<file path="config.mk">
export PLATFORM = sky130hd
export DESIGN_NAME = atc_runway_scheduler
export DESIGN_NICKNAME = d
export VERILOG_FILES = /design/src/rtl/atc_runway_scheduler_pkg.sv /design/src/rtl/atc_runway_scheduler_occupancy.sv /design/src/rtl/atc_runway_scheduler.sv
export SDC_FILE = /design/constraint.sdc
export NUM_CORES = 1
export LEC_CHECK = 0
export BUFFER_PORTS_ARGS = -buffer_cell sky130_fd_sc_hd__buf_2
export CORE_MARGIN = 4
export CORE_UTILIZATION = 55
export CTS_BUF_LIST = sky130_fd_sc_hd__clkbuf_2
export CTS_CLUSTER_SIZE = 16
export DETAILED_ROUTE_END_ITERATION = 6
export GPL_ROUTABILITY_DRIVEN = 0
export PLACE_DENSITY = 0.77
export SLEW_MARGIN = 20
export SYNTH_ARGS = -nofsm -noshare
export SYNTH_HDL_FRONTEND = slang
export SYNTH_HIERARCHICAL = 1
export SYNTH_SLANG_ARGS = --single-unit
</file>
<file path="constraint.sdc">
create_clock -name clk -period 3 [get_ports clk]
set_clock_uncertainty 0.2 [all_clocks]
set_input_delay 0.15 -clock clk [delete_from_list [all_inputs] [get_ports clk]]
set_output_delay 0.15 -clock clk [all_outputs]
set_load 0.01 [all_outputs]
</file>
<file path="src/rtl/atc_runway_scheduler_pkg.sv">
// ---------------------------------------------------------------------------
// atc_pkg
// Shared definitions for the runway scheduler:
//   - atc_state_e       : scheduler FSM states (IDLE, EVAL, HOLD)
//   - FUEL_* constants  : 2-bit fuel status codes carried on the request
//   - DEFAULT_*_HOLD    : default hold lengths in clock cycles
//   - helper functions  : fuel classification and an integer max used when
//                         sizing the hold timer
// ---------------------------------------------------------------------------
package atc_pkg;

    typedef enum logic [1:0] {
        ST_IDLE = 2'd0,
        ST_EVAL = 2'd1,
        ST_HOLD = 2'd2
    } atc_state_e;

    localparam logic [1:0] FUEL_NORMAL = 2'b00;
    localparam logic [1:0] FUEL_SHORT  = 2'b01;
    localparam logic [1:0] FUEL_ALT    = 2'b10;  // second encoding of "normal"
    localparam logic [1:0] FUEL_EXCESS = 2'b11;

    localparam int DEFAULT_WEATHER_HOLD = 12;
    localparam int DEFAULT_FUEL_HOLD    = 15;

    // A fuel shortage promotes the request to priority traffic.
    function automatic logic fuel_is_priority(input logic [1:0] f);
        logic p;
        case (f)
            FUEL_SHORT:                          p = 1'b1;
            FUEL_NORMAL, FUEL_ALT, FUEL_EXCESS:  p = 1'b0;
            default:                             p = 1'b0;
        endcase
        return p;
    endfunction

    // Excess fuel on a landing forces one burn-off hold before a grant.
    function automatic logic fuel_needs_hold(input logic [1:0] f);
        return (f == FUEL_EXCESS);
    endfunction

    function automatic int max_int(input int a, input int b);
        return (a > b) ? a : b;
    endfunction

endpackage

</file>
<file path="src/rtl/atc_runway_scheduler_occupancy.sv">
// ---------------------------------------------------------------------------
// runway_occupancy_timer
// Tracks how long one runway stays occupied after it has been granted.
// A load pulse (re)starts an OCCUPY_CYCLES down-counter; the runway reports
// busy for exactly OCCUPY_CYCLES cycles, starting in the cycle after the
// load edge.
// Ports:
//   clk_i   in   clock, rising edge
//   rst_i   in   asynchronous active-high reset (clears occupancy)
//   load_i  in   one-cycle pulse: runway granted on this edge
//   busy_o  out  runway currently occupied
// ---------------------------------------------------------------------------
module runway_occupancy_timer #(
    parameter  int OCCUPY_CYCLES = 8,
    localparam int CNT_W         = $clog2(OCCUPY_CYCLES + 1)
) (
    input  logic clk_i,
    input  logic rst_i,
    input  logic load_i,
    output logic busy_o
);

    logic [CNT_W-1:0] cnt_q;
    logic [CNT_W-1:0] cnt_d;

    always_comb begin
        cnt_d = cnt_q;
        if (load_i) begin
            cnt_d = CNT_W'(OCCUPY_CYCLES);
        end else if (cnt_q != '0) begin
            cnt_d = cnt_q - CNT_W'(1);
        end
    end

    always_ff @(posedge clk_i or posedge rst_i) begin
        if (rst_i) begin
            cnt_q <= '0;
        end else begin
            cnt_q <= cnt_d;
        end
    end

    assign busy_o = (cnt_q != '0);

endmodule

</file>
<file path="src/rtl/atc_runway_scheduler.sv">
// ---------------------------------------------------------------------------
// atc_runway_scheduler
// Accepts one landing/takeoff request at a time, applies priority and
// weather/fuel holds, and grants a free runway with a one-cycle pulse.
// Per-runway occupancy timers guarantee a runway is never double-granted.
//
// Handshake: a request transfers on a rising edge where req_valid and
// req_ready are both high. req_ready is high only in IDLE (and low while
// reset is asserted); the request fields are sampled on that edge only and
// may change freely afterwards. The grant is a single-cycle pulse with no
// back-pressure.
//
// Ports:
//   clk            in   clock, rising edge
//   reset          in   asynchronous active-high reset
//   req_valid      in   request present
//   req_ready      out  scheduler can accept a request (IDLE)
//   req_takeoff    in   0 = landing, 1 = takeoff
//   emergency      in   priority flag, latched at accept and watched live
//   weather_ok     in   live weather status, 1 = good
//   fuel           in   fuel status code (see atc_pkg), latched at accept
//   gate_number    in   departure gate, latched at accept
//   grant_valid    out  one-cycle grant pulse
//   grant_runway   out  granted runway index, valid with grant_valid
//   grant_takeoff  out  request type of the grant, valid with grant_valid
//   timer_active   out  a hold is in progress
//   timer_value    out  remaining hold cycles
//   runway_busy    out  per-runway occupancy
//   dbg_state      out  current FSM state (atc_state_e encoding)
// ---------------------------------------------------------------------------
module atc_runway_scheduler
    import atc_pkg::*;
#(
    parameter  int NUM_RUNWAYS   = 4,
    parameter  int GATE_W        = 3,
    parameter  int WEATHER_HOLD  = DEFAULT_WEATHER_HOLD,
    parameter  int FUEL_HOLD     = DEFAULT_FUEL_HOLD,
    parameter  int OCCUPY_CYCLES = 8,
    localparam int RW_W          = $clog2(NUM_RUNWAYS),
    localparam int TIMER_W       = $clog2(max_int(WEATHER_HOLD, FUEL_HOLD) + 1)
) (
    input  logic                   clk,
    input  logic                   reset,
    input  logic                   req_valid,
    output logic                   req_ready,
    input  logic                   req_takeoff,
    input  logic                   emergency,
    input  logic                   weather_ok,
    input  logic [1:0]             fuel,
    input  logic [GATE_W-1:0]      gate_number,
    output logic                   grant_valid,
    output logic [RW_W-1:0]        grant_runway,
    output logic                   grant_takeoff,
    output logic                   timer_active,
    output logic [TIMER_W-1:0]     timer_value,
    output logic [NUM_RUNWAYS-1:0] runway_busy,
    output logic [1:0]             dbg_state
);

    atc_state_e          state_q, state_d;

    logic                lat_takeoff_q;
    logic                lat_emerg_q;
    logic [1:0]          lat_fuel_q;
    logic [GATE_W-1:0]   lat_gate_q;
    logic                fuel_hold_done_q, fuel_hold_done_d;

    logic [TIMER_W-1:0]  timer_q, timer_d;

    logic                grant_valid_q, grant_valid_d;
    logic [RW_W-1:0]     grant_runway_q, grant_runway_d;
    logic                grant_takeoff_q;

    logic                accept;
    logic                priority_req;
    logic [NUM_RUNWAYS-1:0] busy;
    logic [NUM_RUNWAYS-1:0] load;

    // Candidate searches over the registered busy bits.
    logic                any_found;   // lowest free runway, including 0
    logic [RW_W-1:0]     any_idx;
    logic                alt_found;   // lowest free runway in 1..N-1
    logic [RW_W-1:0]     alt_idx;
    logic                pref_ok;     // gate-derived runway usable
    logic [RW_W-1:0]     pref_idx;

    assign priority_req = lat_emerg_q | emergency | fuel_is_priority(lat_fuel_q);

    always_comb begin
        any_found = 1'b0;
        any_idx   = '0;
        alt_found = 1'b0;
        alt_idx   = '0;
        pref_ok   = 1'b0;
        pref_idx  = '0;
        // Descending scans: the last hit is the lowest free index.
        for (int i = NUM_RUNWAYS - 1; i >= 0; i--) begin
            if (!busy[i]) begin
                any_found = 1'b1;
                any_idx   = RW_W'(i);
            end
        end
        for (int i = NUM_RUNWAYS - 1; i >= 1; i--) begin
            if (!busy[i]) begin
                alt_found = 1'b1;
                alt_idx   = RW_W'(i);
            end
        end
        // The top RW_W gate bits select the preferred runway. Runway 0 is
        // never a takeoff preference, and out-of-range indices never match.
        for (int i = 1; i < NUM_RUNWAYS; i++) begin
            if (((lat_gate_q >> (GATE_W - RW_W)) == GATE_W'(i)) && !busy[i]) begin
                pref_ok  = 1'b1;
                pref_idx = RW_W'(i);
            end
        end
    end

    always_comb begin
        state_d          = state_q;
        timer_d          = timer_q;
        fuel_hold_done_d = fuel_hold_done_q;
        grant_valid_d    = 1'b0;
        grant_runway_d   = '0;
        accept           = 1'b0;
        case (state_q)
            ST_IDLE: begin
                if (req_valid) begin
                    accept           = 1'b1;
                    fuel_hold_done_d = 1'b0;
                    state_d          = ST_EVAL;
                end
            end
            ST_EVAL: begin
                // First matching rule wins; a rule with no free candidate
                // leaves the FSM in EVAL to retry next cycle.
                if (priority_req) begin
                    if (any_found) begin
                        grant_valid_d  = 1'b1;
                        grant_runway_d = any_idx;
                    end
                end else if (!weather_ok) begin
                    state_d = ST_HOLD;
                    timer_d = TIMER_W'(WEATHER_HOLD);
                end else if (!lat_takeoff_q && fuel_needs_hold(lat_fuel_q) && !fuel_hold_done_q) begin
                    state_d          = ST_HOLD;
                    timer_d          = TIMER_W'(FUEL_HOLD);
                    fuel_hold_done_d = 1'b1;
                end else if (lat_takeoff_q) begin
                    if (pref_ok) begin
                        grant_valid_d  = 1'b1;
                        grant_runway_d = pref_idx;
                    end else if (alt_found) begin
                        grant_valid_d  = 1'b1;
                        grant_runway_d = alt_idx;
                    end
                end else if (alt_found) begin
                    grant_valid_d  = 1'b1;
                    grant_runway_d = alt_idx;
                end
                if (grant_valid_d) begin
                    state_d = ST_IDLE;
                end
            end
            ST_HOLD: begin
                // A live emergency cuts the hold short; otherwise the hold
                // ends on the edge where the timer steps 1 -> 0.
                if (emergency || (timer_q <= TIMER_W'(1))) begin
                    timer_d = '0;
                    state_d = ST_EVAL;
                end else begin
                    timer_d = timer_q - TIMER_W'(1);
                end
            end
            default: begin
                state_d = ST_IDLE;
                timer_d = '0;
            end
        endcase
    end

    always_ff @(posedge clk or posedge reset) begin
        if (reset) begin
            state_q          <= ST_IDLE;
            timer_q          <= '0;
            fuel_hold_done_q <= 1'b0;
            grant_valid_q    <= 1'b0;
            grant_runway_q   <= '0;
            grant_takeoff_q  <= 1'b0;
            lat_takeoff_q    <= 1'b0;
            lat_emerg_q      <= 1'b0;
            lat_fuel_q       <= '0;
            lat_gate_q       <= '0;
        end else begin
            state_q          <= state_d;
            timer_q          <= timer_d;
            fuel_hold_done_q <= fuel_hold_done_d;
            grant_valid_q    <= grant_valid_d;
            grant_runway_q   <= grant_runway_d;
            grant_takeoff_q  <= grant_valid_d & lat_takeoff_q;
            if (accept) begin
                lat_takeoff_q <= req_takeoff;
                lat_emerg_q   <= emergency;
                lat_fuel_q    <= fuel;
                lat_gate_q    <= gate_number;
            end
        end
    end

    // The grant edge also starts the runway's occupancy window, so the
    // runway reads busy in the same cycle grant_valid is high.
    for (genvar r = 0; r < NUM_RUNWAYS; r++) begin : g_runway
        assign load[r] = grant_valid_d && (grant_runway_d == RW_W'(r));
        runway_occupancy_timer #(
            .OCCUPY_CYCLES(OCCUPY_CYCLES)
        ) u_occ (
            .clk_i (clk),
            .rst_i (reset),
            .load_i(load[r]),
            .busy_o(busy[r])
        );
    end

    assign req_ready     = (state_q == ST_IDLE) && !reset;
    assign grant_valid   = grant_valid_q;
    assign grant_runway  = grant_runway_q;
    assign grant_takeoff = grant_takeoff_q;
    assign timer_active  = (state_q == ST_HOLD);
    assign timer_value   = timer_q;
    assign runway_busy   = busy;
    assign dbg_state     = state_q;

endmodule

</file>
==> results of run 1 <==
[path summary, 6_finish.rpt]
path                                              end  slack (ns)  cells after the start
setup / recovery           g_runway[1].u_occ/cnt_q[0]        0.18                     11
hold / removal             g_runway[2].u_occ/cnt_q[2]        0.06                      3
setup reg to reg           g_runway[1].u_occ/cnt_q[0]        0.18                     11
hold reg to reg                      fuel_hold_done_q        0.34                      2
max in group asynchronous                 lat_emerg_q        1.87                      3
min in group clk                     fuel_hold_done_q        0.34                      2
[per-stage QoR]
step | setup WS (ns) | hold slack (ns) | util, % | power [mW] | cells
after floorplan | 0.3421 | -0.2839 | - | 1.836 | 198
final | 0.1791 | 0.05556 | 68.13 | 2.341 | 287
after global placement | 0.2726 | -0.09397 | 64.10 | 2.107 | 269
after global routing | 0.02102 | 0.05651 | 68.13 | 2.567 | 287
after CTS | 0.1943 | 0.03368 | 67.91 | 2.355 | 286
after detailed placement | 0.2096 | -0.1013 | 64.10 | 2.136 | 269
[state kept, by name (all words and copies together) (netlist names), 2 cells and up]
signal	cells
lat_fuel_q	2
grant_runway	2
lat_gate_q	2
dbg_state	2
timer_value	4
g_runway.u_occ/cnt_q	16
[cell usage after synthesis, drive strengths merged (2+ instances only)]
| cell | number |
|---|---|
| o31a | 4 |
| nand3 | 5 |
| nand4 | 3 |
| nand3b | 4 |
| and2 | 5 |
| nand2 | 13 |
| and3 | 2 |
| ha | 10 |
| a211oi | 4 |
| inv | 24 |
| dfrtp | 33 |
| a211o | 4 |
| nand2b | 5 |
| nor2b | 5 |
| o21ai | 8 |
| mux2i | 4 |
| a21oi | 6 |
| o311ai | 2 |
| nor2 | 16 |
| nor3 | 5 |
| or3b | 5 |
| a21o | 2 |
| nor4b | 5 |
| mux2 | 9 |
[power by group]
group,switching [mW],internal (mW),total [mW]
combinational,0.610,0.648,1.26
clock,0.144,0.0586,0.203
sequential,0.234,0.647,0.881
total,0.988,1.35,2.34
[cells in the final DEF (no fill, tap or decap), drive strengths merged, types with 6 or more instances in the layout]
cell and instances:
a21oi 6, buf 29, clkbuf 6, dfrtp 33
dlygate4sd3 9, ha 10, inv 24, mux2 9
nand2 13, nor2 16, o21ai 8
[worst max-delay path, stage by stage, from the launching register on]
cell	delay, ns
dfrtp_1	0.47
inv_1	0.08
ha_1	0.21
or3b_4	0.45
mux2i_1	0.13
and3_1	0.17
nand3_1	0.07
a2bb2oi_1	0.18
nor4b_2	0.30
buf_4	0.17
nor2b_1	0.04
mux2_4	0.26
[metal layers]
metal	part of all wire, %	GRT usage, %	vias to the layer above
met4	1.0	5.211	0
li1	-	-	787
met3	3.9	4.926	6
met1	45	24.53	759
met2	50	32.97	30
met5	0	0	-
[cell type report]
| type | count | area [um^2] |
|---|---|---|
| inverter | 24 | 90.09 |
| multi-input combinational | 138 | 1069 |
| tap | 46 | 57.56 |
| clock buffer | 6 | 30.03 |
| fill | 283 | 1089 |
| clock inverter | 2 | 10.01 |
| timing repair buffer | 38 | 245.2 |
| sequential | 33 | 825.8 |
[cell families after synthesis]
family	count (synthesis)	synth area share, %
AO/OA/AOI/OAI	38	15.00
adder cells (fa/ha/maj)	10	6.250
buffers and inverters	27	5.375
flip-flops	33	41.25
multiplexers	13	7.813
AND/OR/NAND/NOR	77	24.31
[timing repair]
action | in CTS | in global routing
gates resized for setup | 0 | 0
hold buffers | 9 | 0
endpoints found under the hold margin | 43 | 0
setup endpoints to repair | 0 | 1
setup buffers | 0 | 1
==> flow_metrics.py, run 1 <==
metrics = {
    "outcome": {
        "status": "finished clean",
    },
    "yosys": {
        "syn_nets": 219,
        "synthTopCellsByArea": "dfrtp_1 (41%), ha_1 (6.3%), inv_1 (4.5%)",
        "synth_top_area_share_pct": 41.25,
        "seq_area_frac_synth_pct": 41.25,
        "ys_types": 48,
        "async_flop_share_pct": 100.0,
        "synth_edf_count": 0,
        "syn-cell-area_um2": 2002,
        "yosysWarnings": 6,
        "yosysTopAreaCell": "dfrtp_1",
        "postSynthCellCount": 198,
        "synth_ff_type": "dfrtp_1",
        "ys_ff_latch": 33,
        "avgSynthCellArea_um2": 10.11,
    },
    "critical_path": {
        "crit_type": "reg -> reg",
        "cp.arrival_ns": 2.89,
        "critPathLaunch": "g_runway[1].u_occ/cnt_q[0]",
        "cp-start-kind": "flip-flop",
        "required_ns": 3.07,
        "path_max_fanout": 8,
        "cp-end-kind": "flip-flop",
        "r2r-start": "g_runway[1].u_occ/cnt_q[0]",
    },
    "route": {
        "vias": 1582,
        "drtIter0Drc": 54,
        "wirelength_mm": 3.922,
        "viasPerCell": 5.512,
        "drc_errors": 0,
        "drt-pass1-iter-count": 4,
        "drtAntennaViolNets": 0,
        "routedWlPerCell_um": 13.67,
    },
    "timing": {
        "fmax_mhz": 354.5,
        "post-route-min-period_ns": 2.821,
        "rsz0062_at_grt": "false",
        "setup_viol_count_final": 0,
        "min_period_over_period_pct": 94.03,
        "finalMaxSlewViolations": 0,
        "slew_headroom_pct": 54.44,
        "hold_viol": 0,
        "fin_setup_tns_ns": 0,
        "worstMarginPinSlew_ns": 0.6826,
    },
    "floorplan": {
        "ios": 27,
        "die_y_um": 68.33,
        "fp.dieArea_um2": 4669,
        "coreArea_um2": 3416,
        "initial_core_util_pct": 58.61,
        "fp-row-count": 21,
        "die_x_um": 68.33,
    },
    "global_routing": {
        "antenna_found_initial": 0,
        "grt_pass1_wl_mm": 6.762,
        "grt_overflow": 0,
        "grt_pass1_vias": 1517,
        "grtUsageTotal_pct": 19.44,
        "grt_max_degree": 18,
    },
    "run": {
        "drv_cap": 0,
    },
    "power": {
        "power_leakage_nw": 1.175,
        "vdd_drop_max_mv": 0.6559,
        "powerDensity_nw_per_um2": 1006,
    },
    "cells_and_area": {
        "layout-drive-gt1-share_pct": 25.73,
        "num_antenna_cells": 0,
        "nNetsFinal": 261,
        "stdcell_area_um2": 2327,
        "area_delta_synth_final_pct": 16.25,
    },
    "placement": {
        "io_buffers": 25,
        "placed_area_um2": 2190,
        "dp_hpwl_mm": 2.914,
    },
    "clock_network": {
        "cts-root-buf": "clkbuf_2",
        "clk_pin_slew_worst_paths_ns": 0.17,
        "clock_sinks": 33,
        "tritoncts": "yes",
        "clock_path_buffers": 2,
        "clock_latency_ns": 0.36,
        "cts_buffers": 5,
        "htree_levels": 2,
    },
    "worst_hold_path": {
        "holdCritPathClass": "in -> async",
    },
}
(Power assumes the default switching activity.)
==> run 2: changes to the inputs <==
--- a/config.mk
+++ b/config.mk
@@ -12,6 +12,7 @@
 export CTS_CLUSTER_SIZE = 16
 export DETAILED_ROUTE_END_ITERATION = 6
 export GPL_ROUTABILITY_DRIVEN = 0
+export GPL_TIMING_DRIVEN = 0
 export PLACE_DENSITY = 0.77
 export SLEW_MARGIN = 20
 export SYNTH_ARGS = -nofsm -noshare
==> constraint.sdc (replaced) <==
create_clock -name clk -period 3 [get_ports clk]
set_clock_uncertainty 0.2 [all_clocks]
set_input_delay 0.15 -clock clk [delete_from_list [all_inputs] [get_ports clk]]
set_output_delay 0.15 -clock clk [all_outputs]
set_load 0.02 [all_outputs]
==> run 2 against run 1 <==
Compared with the run above: critical path depth decreased by 1; worst hold slack got worse by 0.0032 ns; flip-flop and latch count unchanged; combinational power increased by 9%; final cell count decreased by 0.35%; global-route usage decreased by 0.24 points; design area increased by 0.22%; register-to-register slack got worse by 0.05 ns; critical path type unchanged.
==> flow_metrics.py, run 2 (synthesis results as in run 1) <==
metrics = {
    "outcome": {
        "status": "finished clean",
    },
    "timing": {
        "post-route-min-period_ns": 2.872,
        "hold_viol": 0,
        "fmax_mhz": 348.2,
        "min_period_over_period_pct": 95.72,
        "slew_headroom_pct": 53.00,
        "fin_setup_tns_ns": 0,
        "holdWs_ns": 0.05241,
        "finalWorstSetupSlack_ns": 0.1283,
        "worstMarginPinSlew_ns": 0.7042,
        "setup_viol_count_final": 0,
        "finalMaxSlewViolations": 0,
    },
    "floorplan": {
        "ios": 27,
        "die_x_um": 68.33,
        "coreArea_um2": 3416,
        "fp.dieArea_um2": 4669,
        "die_y_um": 68.33,
        "initial_core_util_pct": 58.61,
        "fp-row-count": 21,
    },
    "clock_network": {
        "clock_latency_ns": 0.37,
        "clock_path_buffers": 2,
        "tritoncts": "yes",
        "clk_pin_slew_worst_paths_ns": 0.16,
        "cts_buffers": 5,
        "cts_setup_buffers": 0,
        "clock_sinks": 33,
        "htree_levels": 2,
        "cts-root-buf": "clkbuf_2",
    },
    "placement": {
        "placed_area_um2": 2185,
        "io_buffers": 25,
        "dp_hpwl_mm": 2.853,
        "place_ws_ns": 0.04494,
        "dpl.cell_count": 269,
    },
    "global_routing": {
        "grt_pass1_vias": 1458,
        "antenna_found_initial": 0,
        "grtUsageTotal_pct": 19.19,
        "grt_pass1_wl_mm": 6.603,
        "grt_overflow": 0,
        "top_usage_layer": "met2",
        "grt_max_degree": 18,
        "gr-usage-met2_pct": 30.93,
        "grtUsageMet1_pct": 25.89,
        "use_met3_pct": 3.941,
    },
    "critical_path": {
        "cp-end-kind": "flip-flop",
        "crit_slowest_cell": "dfrtp_1",
        "cp.arrival_ns": 2.94,
        "crit_type": "reg -> reg",
        "max_stage_delay_ns": 0.46,
        "path_max_fanout": 8,
        "cp-start-kind": "flip-flop",
        "cp_cell_sequence": "inv_1 > ha_2 > or3b_4 > mux2i_1 > and3_1 > nand3_1 > a2bb2oi_2 > nor4b_4 > nor2b_1 > mux2_4",
        "required_ns": 3.07,
    },
    "route": {
        "drc_errors": 0,
        "wirelength_mm": 4.068,
        "drtAntennaViolNets": 0,
        "drtIter0Drc": 119,
        "viasPerCell": 5.510,
        "routedWlPerCell_um": 14.22,
        "drt-pass1-iter-count": 5,
        "vias": 1576,
    },
    "cells_and_area": {
        "mostFrequentLayoutCells": "dfrtp_1 (33), buf_2 (26), inv_1 (24)",
        "nFillCells": 268,
        "stdcell_area_um2": 2332,
        "layout-drive-gt1-share_pct": 25.00,
        "stdcell_count": 286,
        "final_common_cell": "dfrtp_1",
        "nNetsFinal": 260,
        "multiInputGateArea_um2": 1089,
        "post-route-util_pct": 68.28,
        "num_antenna_cells": 0,
        "largest_register_ffs": 16,
        "area_delta_synth_final_pct": 16.50,
        "regArea_um2": 825.8,
        "top_register": "g_runway.u_occ/cnt_q",
    },
    "run": {
        "drv_cap": 0,
    },
    "power": {
        "finalPower_mw": 2.441,
        "vdd_drop_max_mv": 0.6211,
        "powerDensity_nw_per_um2": 1047,
        "power_leakage_nw": 1.163,
    },
    "worst_hold_path": {
        "holdCritPathClass": "in -> async",
    },
}
run 2: changes by cell type in the layout (fill, tap and decap cells not counted), sizes merged:
cell,previous run,this run
buf,29,26
clkinv,2,3
dlygate4sd1,0,1
run 2: final cells by class:
| type | count | area share [%] |
|---|---|---|
| clock inverters | 3 | 0.5365 |
| plain buffers | 3 | 0.7511 |
| well taps | 46 | 2.468 |
| clock buffers | 5 | 1.073 |
| repair buffers | 34 | 9.227 |
| inverters | 24 | 3.863 |
| flip-flops and latches | 33 | 35.41 |
| multi-input cells | 138 | 46.67 |
run 2: final timing paths:
| check | depth (start not counted) | slack [ns] | endpoint | startpoint |
|---|---|---|---|---|
| setup / recovery | 10 | 0.13 | g_runway[1].u_occ/cnt_q[0] | g_runway[3].u_occ/cnt_q[0] |
| hold / removal | 3 | 0.05 | g_runway[2].u_occ/cnt_q[2] | reset |
| setup reg to reg | 10 | 0.13 | g_runway[1].u_occ/cnt_q[0] | g_runway[3].u_occ/cnt_q[0] |
| hold reg to reg | 2 | 0.35 | fuel_hold_done_q | fuel_hold_done_q |
| max in group asynchronous | 3 | 1.87 | grant_takeoff | reset |
| min in group clk | 3 | 0.33 | lat_fuel_q[0] | fuel[0] |
run 2: critical path: cells and delay by family, from the launching register on:
kind	cells	cell delay [ns]
muxes	2	0.41
buffers and inverters	1	0.10
DFF	1	0.46
AOI/OAI and AO/OA	1	0.19
and+or+nand+nor	5	1.19
adders and majority gates	1	0.21
run 2: what timing repair did:
item,in CTS,in global routing
endpoints found under the setup margin,1,2
hold endpoints to repair,44,0
hold buffers,9,0
resized for setup,1,3
run 2: where the power goes:
group | switching [mW] | total (mW) | internal, mW
registers | 0.228 | 0.875 | 0.647
logic | 0.711 | 1.37 | 0.657
clock network | 0.146 | 0.197 | 0.0509
total | 1.09 | 2.44 | 1.36
run 2: layer usage:
metal	wire length (um)	part of all wire [%]
met5	0	0
met4	56	1.4
met3	198	4.9
met2	1926	47
met1	1887	46
==> run 3: changes to the inputs <==
--- a/config.mk
+++ b/config.mk
@@ -6,10 +6,10 @@
 export NUM_CORES = 1
 export LEC_CHECK = 0
 export BUFFER_PORTS_ARGS = -buffer_cell sky130_fd_sc_hd__buf_2
-export CORE_MARGIN = 4
+export CORE_ASPECT_RATIO = 0.8
+export CORE_MARGIN = 2
 export CORE_UTILIZATION = 55
 export CTS_BUF_LIST = sky130_fd_sc_hd__clkbuf_2
-export CTS_CLUSTER_SIZE = 16
 export DETAILED_ROUTE_END_ITERATION = 6
 export GPL_ROUTABILITY_DRIVEN = 0
 export GPL_TIMING_DRIVEN = 0
==> run 3 against run 2 <==
Compared with the run above: wire length fell by 2.8%; clock power about the same; via count rose by 2.0%; global-route usage up 1.9 points; highest routed layer unchanged; critical path depth is the same; core utilization decreased by 0.55 points.
==> flow_metrics.py, run 3 (synthesis results as in run 1) <==
metrics = {
    "critical_path": {
        "path_max_fanout": 8,
        "r2r-start": "g_runway[1].u_occ/cnt_q[1]",
        "cp.arrival_ns": 2.93,
        "critPathLaunch": "g_runway[1].u_occ/cnt_q[1]",
        "required_ns": 3.07,
        "crit_type": "reg -> reg",
        "r2r_slack_ns": 0.14,
        "r2r_end": "g_runway[1].u_occ/cnt_q[0]",
        "crit_end": "g_runway[1].u_occ/cnt_q[0]",
        "cp-start-kind": "flip-flop",
        "cp-end-kind": "flip-flop",
        "r2r_cells": 10,
    },
    "clock_network": {
        "cts-root-buf": "clkbuf_2",
        "tritoncts": "yes",
        "htree_levels": 2,
        "clk_pin_slew_worst_paths_ns": 0.15,
        "cts_buffers": 5,
        "clock_path_buffers": 2,
        "clock_sinks": 33,
        "clock_latency_ns": 0.37,
    },
    "timing": {
        "post-route-min-period_ns": 2.858,
        "worstMarginPinSlew_ns": 0.6655,
        "holdWs_ns": 0.03468,
        "rsz0062_at_grt": "false",
        "hold_viol": 0,
        "slew_headroom_pct": 55.59,
        "min_period_over_period_pct": 95.26,
        "finalWorstSetupSlack_ns": 0.1422,
        "fin_setup_tns_ns": 0,
        "fmax_mhz": 349.9,
        "setup_viol_count_final": 0,
        "finalMaxSlewViolations": 0,
    },
    "cells_and_area": {
        "mostFrequentLayoutCells": "dfrtp_1 (33), buf_2 (26), inv_1 (24)",
        "area_delta_synth_final_pct": 16.63,
        "top_register": "g_runway.u_occ/cnt_q",
        "num_antenna_cells": 0,
        "layout-drive-gt1-share_pct": 26.56,
        "post-route-util_pct": 67.73,
        "nNetsFinal": 261,
        "largest_register_ffs": 16,
        "final_common_cell": "dfrtp_1",
    },
    "route": {
        "drc_errors": 0,
        "routedWlPerCell_um": 13.97,
        "wirelength_mm": 3.953,
        "viasPerCell": 5.678,
        "drtAntennaViolNets": 0,
        "vias": 1607,
        "drt-pass1-iter-count": 7,
        "drtIter0Drc": 73,
    },
    "power": {
        "vdd_drop_max_mv": 0.4974,
        "powerDensity_nw_per_um2": 1052,
        "finalPower_mw": 2.457,
        "power_leakage_nw": 1.174,
    },
    "worst_hold_path": {
        "holdCritPathClass": "in -> reg",
        "min_from": "weather_ok",
    },
    "global_routing": {
        "grt_pass1_wl_mm": 6.810,
        "antenna_found_initial": 0,
        "grt_overflow": 0,
        "grt_max_degree": 18,
        "grtUsageTotal_pct": 21.14,
        "grt_pass1_vias": 1554,
    },
    "run": {
        "drv_cap": 0,
    },
    "floorplan": {
        "coreArea_um2": 3447,
        "fp.dieArea_um2": 4141,
        "initial_core_util_pct": 58.08,
        "die_y_um": 57.96,
        "fp-row-count": 19,
        "die_x_um": 71.45,
        "ios": 27,
    },
    "placement": {
        "dp_hpwl_mm": 2.889,
        "place_ws_ns": 0.02144,
        "io_buffers": 25,
    },
    "outcome": {
        "status": "finished clean",
    },
}
run 3: worst max-delay path, cell delays in order (launching register included):
cell and delay (ns):
dfrtp_1 0.44, inv_1 0.08, ha_2 0.21, or3b_4 0.45
mux2i_1 0.14, and3_1 0.16, nand3_1 0.09, a2bb2oi_2 0.19
nor4b_4 0.43, nor2b_1 0.09, mux2_4 0.27
run 3: final cells by class:
type | count | area, um^2
inverters | 24 | 90.09
flip-flops and latches | 33 | 825.8
repair buffers | 35 | 220.2
clock buffers | 6 | 30.03
well taps | 42 | 52.55
multi-input cells | 138 | 1089
plain buffers | 3 | 17.52
fillers | 282 | 1112
clock inverters | 2 | 10.01
run 3: routing by layer:
metal	routed length (um)	share of wire, %	vias up	track usage [%]
met5	0	0	-	0
met4	29	0.73	0	7.817
met1	1998	51	776	29.77
met2	1777	45	34	31.75
met3	148	3.7	4	5.565
li1	-	-	793	-
run 3: timing repair:
action                                  4_1_cts  5_1_grt
cloned                                        0        0
endpoints found under the setup margin        1        2
hold buffers                                  8        0
pin swaps                                     0        1
buffers inserted                              0        2
resized for setup                             1        3
endpoints found under the hold margin        42        0
run 3: worst min path at each step:
stage / to / slack [ns] / depth (start not counted)
2_1_floorplan: g_runway[0].u_occ/cnt_q[0] / -0.28 / 1
3_3_place_gp: g_runway[2].u_occ/cnt_q[3] / -0.09 / 2
3_5_place_dp: g_runway[2].u_occ/cnt_q[2] / -0.09 / 2
4_1_cts: timer_value[2] / 0.006 / 4
5_1_grt: g_runway[1].u_occ/cnt_q[0] / 0.04 / 3
6_report: fuel_hold_done_q / 0.03 / 5
run 3: metrics by stage:
step | std cells | instance area (um^2)
after global routing | 283 | 2335
after floorplan | 198 | 2002
final | 283 | 2335
after detailed placement | 265 | 2180
after CTS | 281 | 2308
after global placement | 265 | 2180
run 3: report_power, final:
| part | leakage (nW) | internal [mW] | switching [mW] |
|---|---|---|---|
| combinational | 0.728 | 0.666 | 0.710 |
| clock | 0.0327 | 0.0585 | 0.142 |
| sequential | 0.413 | 0.647 | 0.233 |
| total | 1.17 | 1.37 | 1.09 |
